<file path="src/rtl/cam_pkg.sv">
// cam_pkg: geometry constants and shared types for the CAM.
// Optional macro CAM_WRITE_BYPASS_EN is consumed by cam.sv.
package cam_pkg;

    localparam int ENTRIES = 32;
    localparam int WIDTH   = 32;
    localparam int IDX_W   = $clog2(ENTRIES);

    typedef logic [IDX_W-1:0] cam_idx_t;
    typedef logic [WIDTH-1:0] cam_data_t;

endpackage

</file>
<file path="src/rtl/cam_if.sv">
// cam_ifc: request strobes and registered results of the CAM.
// dut modport faces the CAM, bench modport faces the host/bench.
interface cam_ifc;
    import cam_pkg::*;

    logic      read_i;
    cam_idx_t  read_index_i;
    logic      write_i;
    cam_idx_t  write_index_i;
    cam_data_t write_data_i;
    logic      search_i;
    cam_data_t search_data_i;
    logic      read_valid_o;
    cam_data_t read_value_o;
    logic      search_valid_o;
    cam_idx_t  search_index_o;

    modport dut (
        input  read_i, read_index_i,
        input  write_i, write_index_i, write_data_i,
        input  search_i, search_data_i,
        output read_valid_o, read_value_o,
        output search_valid_o, search_index_o
    );

    modport bench (
        output read_i, read_index_i,
        output write_i, write_index_i, write_data_i,
        output search_i, search_data_i,
        input  read_valid_o, read_value_o,
        input  search_valid_o, search_index_o
    );

endinterface

</file>
<file path="src/rtl/cam_prio_enc.sv">
// cam_prio_enc: match vector to found flag plus lowest set index.
module cam_prio_enc #(
    parameter int N  = 32,
    parameter int IW = $clog2(N)
) (
    input  logic [N-1:0]  vec,
    output logic          found,
    output logic [IW-1:0] idx
);

    always_comb begin
        found = |vec;
        idx   = '0;
        // Scan downward so the lowest set bit wins.
        for (int i = N - 1; i >= 0; i--) begin
            if (vec[i]) idx = IW'(i);
        end
    end

endmodule

</file>
<file path="src/rtl/cam.sv">
// cam: 32x32 content-addressable memory, 1-cycle read/write/search.
// Define CAM_WRITE_BYPASS_EN to let same-cycle reads/searches see the write.
module cam
    import cam_pkg::*;
(
    input logic   clk,
    input logic   reset,
    cam_ifc.dut   bus
);

    cam_data_t          data [ENTRIES];
    logic [ENTRIES-1:0] valid;

    cam_data_t          eff_data [ENTRIES];
    logic [ENTRIES-1:0] eff_valid;
    logic [ENTRIES-1:0] match;

    logic      rd_hit;
    cam_data_t rd_value;
    logic      found;
    cam_idx_t  found_idx;

    logic      read_valid_q;
    cam_data_t read_value_q;
    logic      search_valid_q;
    cam_idx_t  search_index_q;

    // Contents seen by this cycle's read and search.
    always_comb begin
        eff_valid = valid;
        for (int i = 0; i < ENTRIES; i++) begin
            eff_data[i] = data[i];
        end
`ifdef CAM_WRITE_BYPASS_EN
        if (bus.write_i) begin
            eff_valid[bus.write_index_i] = 1'b1;
            eff_data[bus.write_index_i]  = bus.write_data_i;
        end
`endif
    end

    always_comb begin
        for (int i = 0; i < ENTRIES; i++) begin
            match[i] = bus.search_i && eff_valid[i]
                    && (eff_data[i] == bus.search_data_i);
        end
    end

    always_comb begin
        rd_hit   = bus.read_i && eff_valid[bus.read_index_i];
        rd_value = rd_hit ? eff_data[bus.read_index_i] : '0;
    end

    cam_prio_enc #(
        .N  (ENTRIES),
        .IW (IDX_W)
    ) u_prio (
        .vec   (match),
        .found (found),
        .idx   (found_idx)
    );

    // Data needs no reset; valid gates every use of it.
    always_ff @(posedge clk) begin
        if (!reset && bus.write_i) begin
            data[bus.write_index_i] <= bus.write_data_i;
        end
    end

    always_ff @(posedge clk) begin
        if (reset) begin
            valid          <= '0;
            read_valid_q   <= 1'b0;
            read_value_q   <= '0;
            search_valid_q <= 1'b0;
            search_index_q <= '0;
        end else begin
            if (bus.write_i) begin
                valid[bus.write_index_i] <= 1'b1;
            end
            read_valid_q   <= rd_hit;
            read_value_q   <= rd_value;
            search_valid_q <= found;
            search_index_q <= found ? found_idx : '0;
        end
    end

    assign bus.read_valid_o   = read_valid_q;
    assign bus.read_value_o   = read_value_q;
    assign bus.search_valid_o = search_valid_q;
    assign bus.search_index_o = search_index_q;

endmodule

</file>
<file path="src/flat_wrapper.sv">
// flat-port wrapper written by rule: the top's interface ports become plain ports
module cam_flat import cam_pkg::*;
  (clk, reset, bus_read_i, bus_read_index_i, bus_write_i, bus_write_index_i, bus_write_data_i, bus_search_i, bus_search_data_i, bus_read_valid_o, bus_read_value_o, bus_search_valid_o, bus_search_index_o);
  cam_ifc bus_i ();
  input logic clk;
  input logic reset;
  input wire logic [$bits(bus_i.read_i)-1:0] bus_read_i;
  input wire logic [$bits(bus_i.read_index_i)-1:0] bus_read_index_i;
  input wire logic [$bits(bus_i.write_i)-1:0] bus_write_i;
  input wire logic [$bits(bus_i.write_index_i)-1:0] bus_write_index_i;
  input wire logic [$bits(bus_i.write_data_i)-1:0] bus_write_data_i;
  input wire logic [$bits(bus_i.search_i)-1:0] bus_search_i;
  input wire logic [$bits(bus_i.search_data_i)-1:0] bus_search_data_i;
  output wire logic [$bits(bus_i.read_valid_o)-1:0] bus_read_valid_o;
  output wire logic [$bits(bus_i.read_value_o)-1:0] bus_read_value_o;
  output wire logic [$bits(bus_i.search_valid_o)-1:0] bus_search_valid_o;
  output wire logic [$bits(bus_i.search_index_o)-1:0] bus_search_index_o;
  assign bus_i.read_i = bus_read_i;
  assign bus_i.read_index_i = bus_read_index_i;
  assign bus_i.write_i = bus_write_i;
  assign bus_i.write_index_i = bus_write_index_i;
  assign bus_i.write_data_i = bus_write_data_i;
  assign bus_i.search_i = bus_search_i;
  assign bus_i.search_data_i = bus_search_data_i;
  assign bus_read_valid_o = bus_i.read_valid_o;
  assign bus_read_value_o = bus_i.read_value_o;
  assign bus_search_valid_o = bus_i.search_valid_o;
  assign bus_search_index_o = bus_i.search_index_o;
  cam u_core (.clk(clk), .reset(reset), .bus(bus_i));
endmodule
</file>
<file path="config.mk">
export PLATFORM = sky130hd
export DESIGN_NAME = cam_flat
export DESIGN_NICKNAME = d
export VERILOG_FILES = /design/src/rtl/cam_pkg.sv /design/src/rtl/cam_if.sv /design/src/rtl/cam_prio_enc.sv /design/src/rtl/cam.sv /design/src/flat_wrapper.sv
export SDC_FILE = /design/constraint.sdc
export NUM_CORES = 2
export LEC_CHECK = 0
export CAP_MARGIN = 20
export CORE_AREA = 2 2 321 450
export DETAILED_ROUTE_END_ITERATION = 6
export DIE_AREA = 0 0 323 452
export GPL_TIMING_DRIVEN = 0
export HOLD_SLACK_MARGIN = 0.15
export PLACE_DENSITY_LB_ADDON = 0.2
export SLEW_MARGIN = 5
export SYNTH_ARGS = -nofsm -noshare
export SYNTH_HDL_FRONTEND = slang
export SYNTH_SLANG_ARGS = --single-unit
</file>
<file path="constraint.sdc">
create_clock -name clk -period 4.95 [get_ports clk]
set_clock_uncertainty 0.15 [all_clocks]
set_input_delay 0.7425 -clock clk [delete_from_list [all_inputs] [get_ports clk]]
set_output_delay 0.7425 -clock clk [all_outputs]
set_load 0.02 [all_outputs]
</file>
Yosys cells after proc, flatten, opt, wreduce, memory -nomap -nowiden:

Memory sizes are Yosys's and may differ from the RTL's.
Index checks and enable logic that the tools add are counted.

* memories kept: 1
* word-level logic and storage cells: 165
* bits of input ports: 79
* output and inout bits: 39
* memory bits (writable): 1024
* flip-flop bits (word level): 71

Memory list
* u_core.data: depth 32, bits a word 32, rd ports 32, clocked after memory_dff 0, write ports 1, RTL line cam.sv:11 `cam_data_t data [ENTRIES];`

* order comparisons: 4
* bitwise operators: 4
* reductions and logical operators: 75
* muxes and demuxes: 40
* equality and inequality tests: 32

Operator list (count)
* 32-bit == test: 32
* 32-bit binary-select mux with 5-bit select: 1
* 5-bit two-way mux: 16
* 1-bit logical AND: 67
* 32-bit two-way mux: 2
* 4-bit two-way mux: 8
* 32-bit OR: 1
* 32-bit OR reduction: 1
* 18-bit OR reduction: 1
* 5-bit by 6-bit less-than comparator with 1-bit output, second input constant: 2
* 3-bit two-way mux: 4
* 10-bit OR reduction: 1
* 6-bit >= comparator, second input constant: 1
* 5-bit inverter with 6-bit output: 1
* 6-bit OR reduction: 1
* 1-bit binary-select mux with 5-bit select: 1
* 1-bit demux with 5-bit select: 1
* 5-bit by 1-bit >= comparator with 1-bit output, second input constant: 1
* 1-bit two-way mux: 5
* 2-bit two-way mux: 2
* 4-bit OR reduction: 1
* 3-bit OR reduction: 1
* 1-bit inverter: 2
* 2-bit OR reduction: 1
* 1-bit zero test: 1

Longest topological paths before layout:

An unclocked memory read counts as a cell.

* depth in word-level cells: 34
* gate-level depth with buffers: 16
* gate-level depth less buffers: 13

Hierarchy:

From an unflattened synthesis, not the netlist that was laid out.

* cell total of the unflattened synthesis: 3686
* area, all modules: 54043.1 um2

By module, submodules not included
* cam: seq. area each 32170.9 um2, instances 1, area an instance 53657.7 um2, cells an instance 3621
* cam_prio_enc: seq. area each 0.0 um2, instances 1, area an instance 385.4 um2, cells an instance 65

Least setup slack after synthesis:

Ideal clock, no wire load.

* path kind: in2reg
* from: input bus_search_data_i[14]
* to: register u_core.search_index_q[0], in the netlist u_core.bus.search_index_o[0]
* data arrival time: 3490 ps
* setup time: 103 ps
* stages: 14
* path buffers: 4
* path slack: 1206 ps
* required time: 4697 ps
* path through: clkbuf_1 -> buf_2 -> buf_4 -> buf_2 -> xnor2_1 -> nand4_1 -> nor4_1 -> a31oi_1 -> o21ai_0 -> a21o_1 -> a21bo_1 -> a21oi_1 -> or4_1 -> a2111oi_2

* longest elaborated chain between the ends: 33
* elaborated cells between the ends (all ways): 98
* those cells by class: eq/ne: 32; mux: 31; bitwise: 1; reduce/logical: 34

Ends and longest elaborated chain
* start, declared: RTL line flat_wrapper.sv:13 `input wire logic [$bits(bus_i.search_data_i)-1:0] bus_search_data_i;`
* 32-bit == test: RTL line cam.sv:45 `&& (eff_data[i] == bus.search_data_i);`
* 1-bit logical AND: RTL line cam.sv:45
* 5-bit two-way mux (16 in a row): RTL line cam_prio_enc.sv:16 `if (vec[i]) idx = IW'(i);`
* 4-bit two-way mux (8 in a row): RTL line cam_prio_enc.sv:16
* 3-bit two-way mux (4 in a row): RTL line cam_prio_enc.sv:16
* 2-bit two-way mux (2 in a row): RTL line cam_prio_enc.sv:16
* 1-bit two-way mux: RTL line cam_prio_enc.sv:16
* end signal, assigned: RTL line cam.sv:84 `search_index_q <= found ? found_idx : '0;`
* end, declared: RTL line cam.sv:26 `cam_idx_t search_index_q;`

Parallel ways exist; a longest one is shown, timed or not.
A chain may end at the register's enable or synchronous reset.

Worst setup path in the final report:

* from: input bus_search_data_i[13]
* to: register u_core.search_index_q[0], in the netlist u_core.bus.search_index_o[0]

Same word-level chain as after synthesis.

==> metrics.txt <==
root buf cell clkbuf_16; total die area approximately 150000 µm²; final design area excluding fillers 62100 µm²; setup repair after global routing missed its margin false; global-route wire length before repair about 310 mm; maximum number of pins on one net before global-route repair 33; count of flip-flops with a built-in enable after synthesis ~1000; Yosys warning total 0; Vias per Instance 5.92; clock-pin slew on the worst setup and hold paths 0.06 ns; required time of the critical path 5.40 ns; min cycle time layout roughly 5.1 ns; maximum achievable frequency 0.195 GHz; top-level I/O count 118; aggregate global routing overflow 0; DP HPWL 197 mm; sequential share of the synthesized area 60.1%; number of buffers added for setup after CTS 0; total via count in the routed design 33100; Finished Layout Cells 5587; synthesized netlist net count between 3000 and 4000; share of the clock period used by the worst path 103%; Max-Slew Margin vs Limit roughly 8.6%; initial antenna violation count 8; vias in the first global route 33200; first-pass detailed-route iteration total 6; total power divided by cell area 345 nW/µm²; Max Cap Violations 0; detailed-route wire length per cell approximately 43 µm; overall die width 323 µm; standby leakage power 19.6 nW; CTS tree yes; number of setup violations in the final report 17; WS Path Type primary input to register; source-to-sink clock delay at the later pin of the worst-skew pair 0.77 ns; CP arrival approximately 5.6 ns; most frequently used cell type in the post-synthesis netlist edfxtp_1; post-place instance area 58100 µm²; post-synthesis sequential element count about 1100; count of input and output buffers 80; share of Yosys cell area claimed by the top area cell type 57.4%; DRC marker count from the first detailed-route iteration 4158; most used flip-flop cell after synthesis edfxtp_1; count of cell types in the netlist 55; synthesized area per cell 16.3 µm²; cells taking the most area after synthesis edfxtp_1 (57%), mux4_2 (14%), xor2_1 (9.8%); Setup WS pre-CTS -1.30 ns; total global-route track usage 33.0%; failing checks negative setup slack; count of final max-slew check failures 0; Placed Cells incl. Taps 5348; count of mapped cells out of synthesis ~3300; FFs w/ async S/R, synth 0%; path category of the worst min-delay check register to register; number of nets in the layout 3649; final hold violations 0; ANT nets after route 0; synth cell count leaders edfxtp_1 (1024), xor2_1 (602), xnor2_1 (414); Cell Rows between 150 and 200; setup ws final -0.166 ns; overall die height 452 µm; summed instance area of the synthesized netlist roughly 54000 µm²; number of sinks on the clock net 1095; status finished with violations; worst vdd rail ir drop 0.307 mV; proportion of layout cells with a drive suffix above 1 about a fifth; slew at the pin closest to its max-slew limit 1.36 ns; startpoint class of the critical path primary input; final hold slack 0.366 ns; Filler Cell Count 13000; CP Capture Type register; Critical Path Fanout Max 10; power after layout 21.4 mW; initial standard-cell utilization of the core approximately 38%; clock buffers created by TritonCTS 116; DRC violation count after routing 0; GPL Wtd Cong between 1 and 1.5; CTS HTree Levels 3; buffer depth of the longest clock path 3; final WL roughly 240 mm; area of the core 142000 µm²; growth of design area from synthesis to finish 16.1%; post-synth top area cell edfxtp_1
==> cells by family after synthesis <==
| group | Yosys count | share of synthesized area (%) |
|---|---|---|
| flops | 1095 | 60.1 |
| xor+xnor | 1017 | 16.6 |
| simple gates | 482 | 5.27 |
| mux | 363 | 14.5 |
| buf+inv | 268 | 2.67 |
| compound gates | 66 | 0.832 |
==> cells in the final DEF (no fill, tap or decap), drive strengths merged, types with 3 or more instances in the layout <==
cell and instances:
a21oi 8, buf 237, bufinv 9, clkbuf 236, clkdlybuf4s50 72, clkinv 43
clkinvlp 3, dfxtp 71, diode 8, edfxtp 1024, inv 46, mux2i 32
mux4 330, nand2 19, nand3 15, nand3b 5, nand4 148, nor2 80
nor3 12, nor4 172, o2111ai 3, o21ai 6, o22ai 34, or4 17
xnor2 415, xor2 602
==> repair_timing <==
| action | 4_1_cts | 5_1_grt |
|---|---|---|
| resized for setup | 4 | 8 |
| hold buffers | 0 | 0 |
| endpoints found under the setup margin | 7 | 3 |
==> final timing paths <==
| check | end | startpoint | cells past startpoint | slack [ns] |
|---|---|---|---|---|
| max | u_core.bus.search_index_o[0] | bus_search_data_i[13] | 14 | -0.17 |
| min | u_core.eff_valid[8] | u_core.eff_valid[8] | 2 | 0.37 |
| max reg2reg | u_core.bus.search_index_o[0] | u_core.data[27][10] | 14 | 0.01 |
| min reg2reg | u_core.eff_valid[8] | u_core.eff_valid[8] | 2 | 0.37 |
==> power breakdown <==
part	switching, mW	leakage [nW]	internal (mW)
sequential	0.0472	9.78	10.2
clock	3.89	1.85	5.04
combinational	1.57	7.98	0.714
==> worst max-delay path: stages <==
cell	delay (ns)
clkbuf_1	0.43
buf_4	0.34
buf_4	0.28
xor2_1	0.30
nor4_1	0.68
nand4_1	0.24
nor4_1	0.32
nand4_1	0.44
o21ai_0	0.22
a21o_1	0.28
a21bo_1	0.16
a21oi_1	0.06
or4_1	0.49
a2111oi_2	0.54
==> per-layer routing <==
metal / routed length [µm] / share of wire [%] / GRT usage (%)
met1: 80200 / 33 / 35.4
met2: 115000 / 48 / 53.7
met3: 12800 / 5.3 / 3.70
met4: 33000 / 14 / 37.0
met5: 21 / 0.0087 / 0
==> state kept, by name, indices dropped and copies added (netlist names) <==
signal                     count
u_core.bus.search_valid_o      1
u_core.data                 1024
u_core.bus.read_value_o       32
u_core.bus.search_index_o      5
u_core.bus.read_valid_o        1
u_core.eff_valid              32
==> through the flow <==
stage | TNS, ns | util (%)
global placement | -607.90 | 40.0
global route | 0 | 43.8
floorplan | 0 | -
detailed placement | -26.69 | 40.9
finish | -1.03 | 43.8
CTS | 0 | 43.6
==> layout make-up <==
| cell class | count | area [µm²] | area share, % |
|---|---|---|---|
| well taps | 1909 | 2390 | 3.84 |
| multi-input cells | 1928 | 20200 | 32.6 |
| clock buffers | 161 | 3260 | 5.24 |
| inverters | 44 | 165 | 0.266 |
| repair buffers | 162 | 2100 | 3.38 |
| diodes | 8 | 20.0 | 0.0322 |
| plain buffers | 223 | 1280 | 2.06 |
| flip-flops and latches | 1095 | 32200 | 51.8 |
| clock inverters | 57 | 527 | 0.848 |
No activity file was read; power rests on OpenSTA's default activity.
